$ cat config.mk
export PLATFORM = sky130hd
export DESIGN_NAME = counter_cmd_arbiter
export DESIGN_NICKNAME = d
export VERILOG_FILES = /design/src/rtl/counter_cmd_arbiter_pkg.sv /design/src/rtl/counter_cmd_arbiter_arb.sv /design/src/rtl/counter_cmd_arbiter.sv
export SDC_FILE = /design/constraint.sdc
export NUM_CORES = 1
export LEC_CHECK = 0
export ABC_AREA = 0
export ABC_CLOCK_PERIOD_IN_PS = 3200
export CORE_UTILIZATION = 44
export CTS_BUF_LIST = sky130_fd_sc_hd__clkbuf_4 sky130_fd_sc_hd__clkbuf_8
export CTS_CLUSTER_DIAMETER = 40
export DETAILED_ROUTE_END_ITERATION = 6
export GPL_ROUTABILITY_DRIVEN = 0
export PLACE_DENSITY = 0.79
export SLEW_MARGIN = 20
export SYNTH_ARGS = -nofsm -noshare
export SYNTH_HDL_FRONTEND = slang
export SYNTH_SLANG_ARGS = --single-unit
$ cat constraint.sdc
create_clock -name Clock -period 3.2 [get_ports Clock]
set_input_delay 0.96 -clock Clock [delete_from_list [all_inputs] [get_ports Clock]]
set_output_delay 0.96 -clock Clock [all_outputs]
set_load 0.05 [all_outputs]
$ cat src/rtl/counter_cmd_arbiter_pkg.sv
// Shared types for the counter command arbiter: command codes, FSM states
// and a small classification helper.
package counter_ctrl_pkg;

    // Per-requester command encoding as seen on the Cmd bus.
    typedef enum logic [1:0] {
        CMD_NOP  = 2'b00,
        CMD_LOAD = 2'b01,
        CMD_UP   = 2'b10,
        CMD_DOWN = 2'b11
    } cmd_e;

    // Sequencer states.
    typedef enum logic [1:0] {
        ST_IDLE  = 2'd0,
        ST_LOAD  = 2'd1,
        ST_COUNT = 2'd2,
        ST_DONE  = 2'd3
    } state_e;

    // True for the commands that step the counter.
    function automatic logic is_count(input cmd_e c);
        return (c == CMD_UP) || (c == CMD_DOWN);
    endfunction

endpackage

$ cat src/rtl/counter_cmd_arbiter_arb.sv
// Round-robin arbiter. The grant is combinational from Req and the rotating
// pointer; the pointer moves to the slot after the winner when advance is set.
module rr_arbiter #(
    parameter int N_REQ = 4
) (
    input  logic             Clock,
    input  logic             Reset,
    input  logic [N_REQ-1:0] Req,
    input  logic             advance,
    output logic [N_REQ-1:0] grant
);

    localparam int PTR_W = $clog2(N_REQ);

    logic [PTR_W-1:0] ptr;
    logic [PTR_W-1:0] win_idx;
    logic [PTR_W-1:0] cand;
    logic             found;

    // Scan from the pointer upward with wrap; first requester seen wins.
    always_comb begin
        // NOTE: every variable gets a default first so no path leaves it unassigned (no latch).
        grant   = '0;
        win_idx = '0;
        cand    = '0;
        found   = 1'b0;
        for (int i = 0; i < N_REQ; i++) begin
            cand = PTR_W'((int'(ptr) + i) % N_REQ);
            if (!found && Req[cand]) begin
                found       = 1'b1;
                grant[cand] = 1'b1;
                win_idx     = cand;
            end
        end
    end

    // Priority pointer: reset favours requester 0, then rotates past each winner.
    always_ff @(posedge Clock or posedge Reset) begin
        // NOTE: state registers use non-blocking assignments so all flops update together.
        if (Reset) begin
            ptr <= '0;
        end else if (advance && found) begin
            ptr <= PTR_W'((int'(win_idx) + 1) % N_REQ);
        end
    end

endmodule

$ cat src/rtl/counter_cmd_arbiter.sv
// Shares one up/down loadable counter between N_REQ requesters. A round-robin
// arbiter picks a requester, the FSM latches its command and drives the
// counter pins, and the final count is returned with a one-cycle Done pulse.
module counter_cmd_arbiter
    import counter_ctrl_pkg::*;
#(
    parameter int N_REQ = 4,
    parameter int WIDTH = 8
) (
    input  logic                     Clock,
    input  logic                     Reset,
    input  logic [N_REQ-1:0]         Req,
    input  logic [2*N_REQ-1:0]       Cmd,
    input  logic [N_REQ*WIDTH-1:0]   Arg,
    output logic [N_REQ-1:0]         Gnt,
    output logic [N_REQ-1:0]         Done,
    output logic [WIDTH-1:0]         Result,
    output logic                     Busy,
    output logic                     CntEnable,
    output logic                     CntLoad,
    output logic                     CntUpDn,
    output logic [WIDTH-1:0]         CntData,
    input  logic [WIDTH-1:0]         CntQ
);

    state_e             state;
    cmd_e               cmd_q;
    logic [WIDTH-1:0]   arg_q;
    logic [WIDTH-1:0]   steps_q;
    logic [N_REQ-1:0]   gnt_q;

    logic [N_REQ-1:0]   arb_gnt;
    logic [1:0]         sel_cmd_bits;
    cmd_e               sel_cmd;
    logic [WIDTH-1:0]   sel_arg;
    logic               start;

    // A new command is taken only from IDLE; requests arriving while busy wait.
    assign start = (state == ST_IDLE) && (|Req);

    rr_arbiter #(
        .N_REQ (N_REQ)
    ) u_arb (
        .Clock   (Clock),
        .Reset   (Reset),
        .Req     (Req),
        .advance (start),
        .grant   (arb_gnt)
    );

    // Select the winner's command and argument with a one-hot AND-OR mux.
    always_comb begin
        sel_cmd_bits = '0;
        sel_arg      = '0;
        for (int i = 0; i < N_REQ; i++) begin
            if (arb_gnt[i]) begin
                sel_cmd_bits = sel_cmd_bits | Cmd[i*2 +: 2];
                sel_arg      = sel_arg | Arg[i*WIDTH +: WIDTH];
            end
        end
    end

    assign sel_cmd = cmd_e'(sel_cmd_bits);

    // Sequencer: latch the granted command, run it to completion, then release.
    always_ff @(posedge Clock or posedge Reset) begin
        if (Reset) begin
            state   <= ST_IDLE;
            cmd_q   <= CMD_NOP;
            arg_q   <= '0;
            steps_q <= '0;
            gnt_q   <= '0;
        end else begin
            case (state)
                ST_IDLE: begin
                    if (start) begin
                        gnt_q   <= arb_gnt;
                        cmd_q   <= sel_cmd;
                        arg_q   <= sel_arg;
                        steps_q <= sel_arg;
                        if (sel_cmd == CMD_LOAD) begin
                            state <= ST_LOAD;
                        end else if (is_count(sel_cmd) && (sel_arg != '0)) begin
                            state <= ST_COUNT;
                        end else begin
                            // NOP and zero-step counts complete without touching the counter.
                            state <= ST_DONE;
                        end
                    end
                end
                ST_LOAD: begin
                    state <= ST_DONE;
                end
                ST_COUNT: begin
                    steps_q <= steps_q - 1'b1;
                    // Leaving on the last enabled cycle gives exactly Arg counter steps.
                    if (steps_q == WIDTH'(1)) begin
                        state <= ST_DONE;
                    end
                end
                ST_DONE: begin
                    state <= ST_IDLE;
                    gnt_q <= '0;
                end
                default: begin
                    state <= ST_IDLE;
                end
            endcase
        end
    end

    // Counter pins and handshake outputs decode directly from the state.
    always_comb begin
        Busy      = (state != ST_IDLE);
        Gnt       = gnt_q;
        CntEnable = 1'b0;
        CntLoad   = 1'b0;
        CntUpDn   = 1'b0;
        CntData   = '0;
        Done      = '0;
        Result    = '0;
        case (state)
            ST_LOAD: begin
                CntEnable = 1'b1;
                CntLoad   = 1'b1;
                CntData   = arg_q;
            end
            ST_COUNT: begin
                CntEnable = 1'b1;
                CntUpDn   = (cmd_q == CMD_UP);
            end
            ST_DONE: begin
                // The counter has already absorbed the last step, so CntQ is final here.
                Done   = gnt_q;
                Result = CntQ;
            end
            default: ;
        endcase
    end

endmodule

==> flow_metrics.tcl <==
set metrics [dict create \
    synth-async-reset-ratio 1.00 \
    synth_sequential_area_ratio 0.250 \
    ys_types 54 \
    startpoint_type "flop" \
    syn_inst 313 \
    io_buffers 81 \
    crit_fanout 8 \
    hp-class "reg -> reg" \
    clkTransAtPathRegs_ns 0.10 \
    dp_hpwl_um 6540 \
    skew_ns 0.00947 \
    cts-root-buf "clkbuf_8" \
    required_ns 3.41 \
    period_share 0.971 \
    ys.flop_type "dfrtp_1" \
    grt_usage 0.273 \
    first_iter_violations 288 \
    cts_buffers 3 \
    syn_avg_cell_area_um2 8.31 \
    tightest_slew_ns 0.900 \
    antenna_left 0 \
    synth_edf_count 0 \
    num_rows 27 \
    slew_violations 0 \
    status "complete, no violations" \
    finalHoldViolCount 0 \
    final_nets 492 \
    vdd_drop_max_mv 0.569 \
    cts_sinks 26 \
    slew_headroom 0.395 \
    synthTopCellsByArea "dfrtp_1, ha_1, and2_1" \
    setup_viol 0 \
    grt_max_degree 27 \
    ys_warn_count 0 \
    whs_ns 0.497 \
    synth_area_um2 2600 \
    dieArea_um2 6220 \
    start_util 0.464 \
    synth_top_area_share 0.250 \
    synth.largest_area_cell "dfrtp_1" \
    fin_crit_ns 3.11 \
    p_per_area_nw_per_um2 1150 \
    tns_ns 0 \
    cts_max_level 1 \
    leakagePower_nw 1.67 \
    antennaDiodeCount 0 \
    via_per_inst 6.01 \
    antenna_found_initial 0 \
    synth_nets 380 \
    n_fill_cell 445 \
    grt_first_pass_wirelength_um 13600 \
    clock_latency_ns 0.27 \
    wl_um 8470 \
    die_h_um 78.9 \
    yosys-top-cells-count "nand2_1, o21ai_0, dfrtp_1" \
    drv_cap 0 \
    io_pins 82 \
    critPathCaptureType "flop" \
    tritoncts "built" \
    synth.most_common_cell "nand2_1" \
    vias 2983 \
    critical_path_class "reg -> reg" \
    arrival_ns 3.31 \
    die_width_um 78.9 \
    drc_errors 0 \
    syn2layout_area_growth_pct 51.9 \
    ctsLongestPathBuffers 2 \
    wl_per_cell_um 17.1 \
    firstDrtPassIters 5 \
    grt_overflow 0 \
    drive_above_1_share 0.212 \
    grt_pass1_vias 2812 \
    yosys_register_bits 26 \
    coreArea_um2 5610 \
    fmax_ghz 0.322 \
]
[state kept, by name (all words and copies together) (netlist names)]
signal	count
arg_q	8
u_arb.ptr	2
cmd_q	2
steps_q	8
Gnt	4
state	2
[metrics by stage]
step,cells,util,setup slack [ns],instance area [um^2],power (W)
after global placement,492,0.684,-0.498,3840,0.00397
after floorplan,313,-,0.0184,2610,0.00284
after CTS,496,0.701,0.00202,3930,0.00444
after global routing,496,0.705,-0.00243,3950,0.00487
final,496,0.705,0.0934,3950,0.00456
after detailed placement,492,0.684,-0.526,3840,0.00410
[layer usage]
layer | vias to the layer above | GRT usage | share of wire
met4 | 0 | 0.0382 | 0.011
li1 | 1407 | - | -
met1 | 1421 | 0.347 | 0.42
met5 | - | 0 | 0
met2 | 141 | 0.500 | 0.51
met3 | 14 | 0.0379 | 0.065
[logic make-up (layout without fill, tap and decap cells)]
logic type | after synthesis | after routing | synth area share
XOR/XNOR | 1 | 1 | 0.00337
adder cells (fa/ha/maj) | 13 | 13 | 0.0625
multiplexers | 18 | 18 | 0.0885
flip-flops | 26 | 26 | 0.250
buffers and inverters | 32 | 143 | 0.0529
AND/OR/NAND/NOR | 107 | 107 | 0.216
AO/OA/AOI/OAI | 116 | 116 | 0.326
[critical path: stages (launching register included)]
cell and delay, ns:
dfrtp_1 0.39, inv_1 0.14, ha_4 0.35, mux4_2 0.57, o211a_1 0.27, buf_4 0.17
a2111oi_1 0.44, nand4b_1 0.26, nor2_1 0.20, nand4_1 0.11, a21oi_1 0.15
[path summary, 6_finish.rpt]
kind | endpoint | from | cells after the start | slack, ns
setup / recovery | state[0] | u_arb.ptr[1] | 10 | 0.09
setup reg to reg | state[0] | u_arb.ptr[1] | 10 | 0.09
min in group asynchronous | arg_q[7] | Reset | 3 | 1.04
max in group asynchronous | u_arb.ptr[0] | Reset | 3 | 1.89
hold reg to reg | arg_q[5] | arg_q[5] | 2 | 0.50
hold / removal | arg_q[5] | arg_q[5] | 2 | 0.50
[layout by cell type (no fill, tap or decap), types with 5 or more instances in the layout]
| cell | n |
|---|---|
| a22o_1 | 11 |
| dfrtp_1 | 25 |
| clkdlybuf4s50_1 | 68 |
| buf_4 | 47 |
| mux2_2 | 10 |
| and2_1 | 24 |
| a222oi_1 | 7 |
| nand3_1 | 6 |
| o22ai_1 | 8 |
| nand2_1 | 29 |
| a22oi_1 | 14 |
| mux2i_1 | 5 |
| a21oi_1 | 17 |
| o21ai_0 | 27 |
| inv_1 | 12 |
| ha_1 | 12 |
| nor2_1 | 17 |
| buf_12 | 8 |
| and3_1 | 5 |
[report_power, final]
part	leakage [nW]	switching [W]	internal [W]
Clock	0.0357	0.000109	0.000167
Sequential	0.312	0.000128	0.000500
Combinational	1.32	0.00199	0.00167
[area by class of cell]
type | instances | area, um^2 | area share
clock buffers | 3 | 41.3 | 0.0104
clock inverters | 1 | 30.0 | 0.00760
inverters | 12 | 45.0 | 0.0114
multi-input cells | 255 | 1880 | 0.476
flip-flops and latches | 26 | 652 | 0.165
well taps | 72 | 90.1 | 0.0228
repair buffers | 127 | 1210 | 0.307
[what timing repair did]
action                                  4_1_cts  5_1_grt
hold buffers                                  0        0
endpoints found under the setup margin       21        8
pin swaps                                     0        3
gates resized for setup                       8       13
setup buffers                                 0        0
Power figures use the tool's default switching activity.
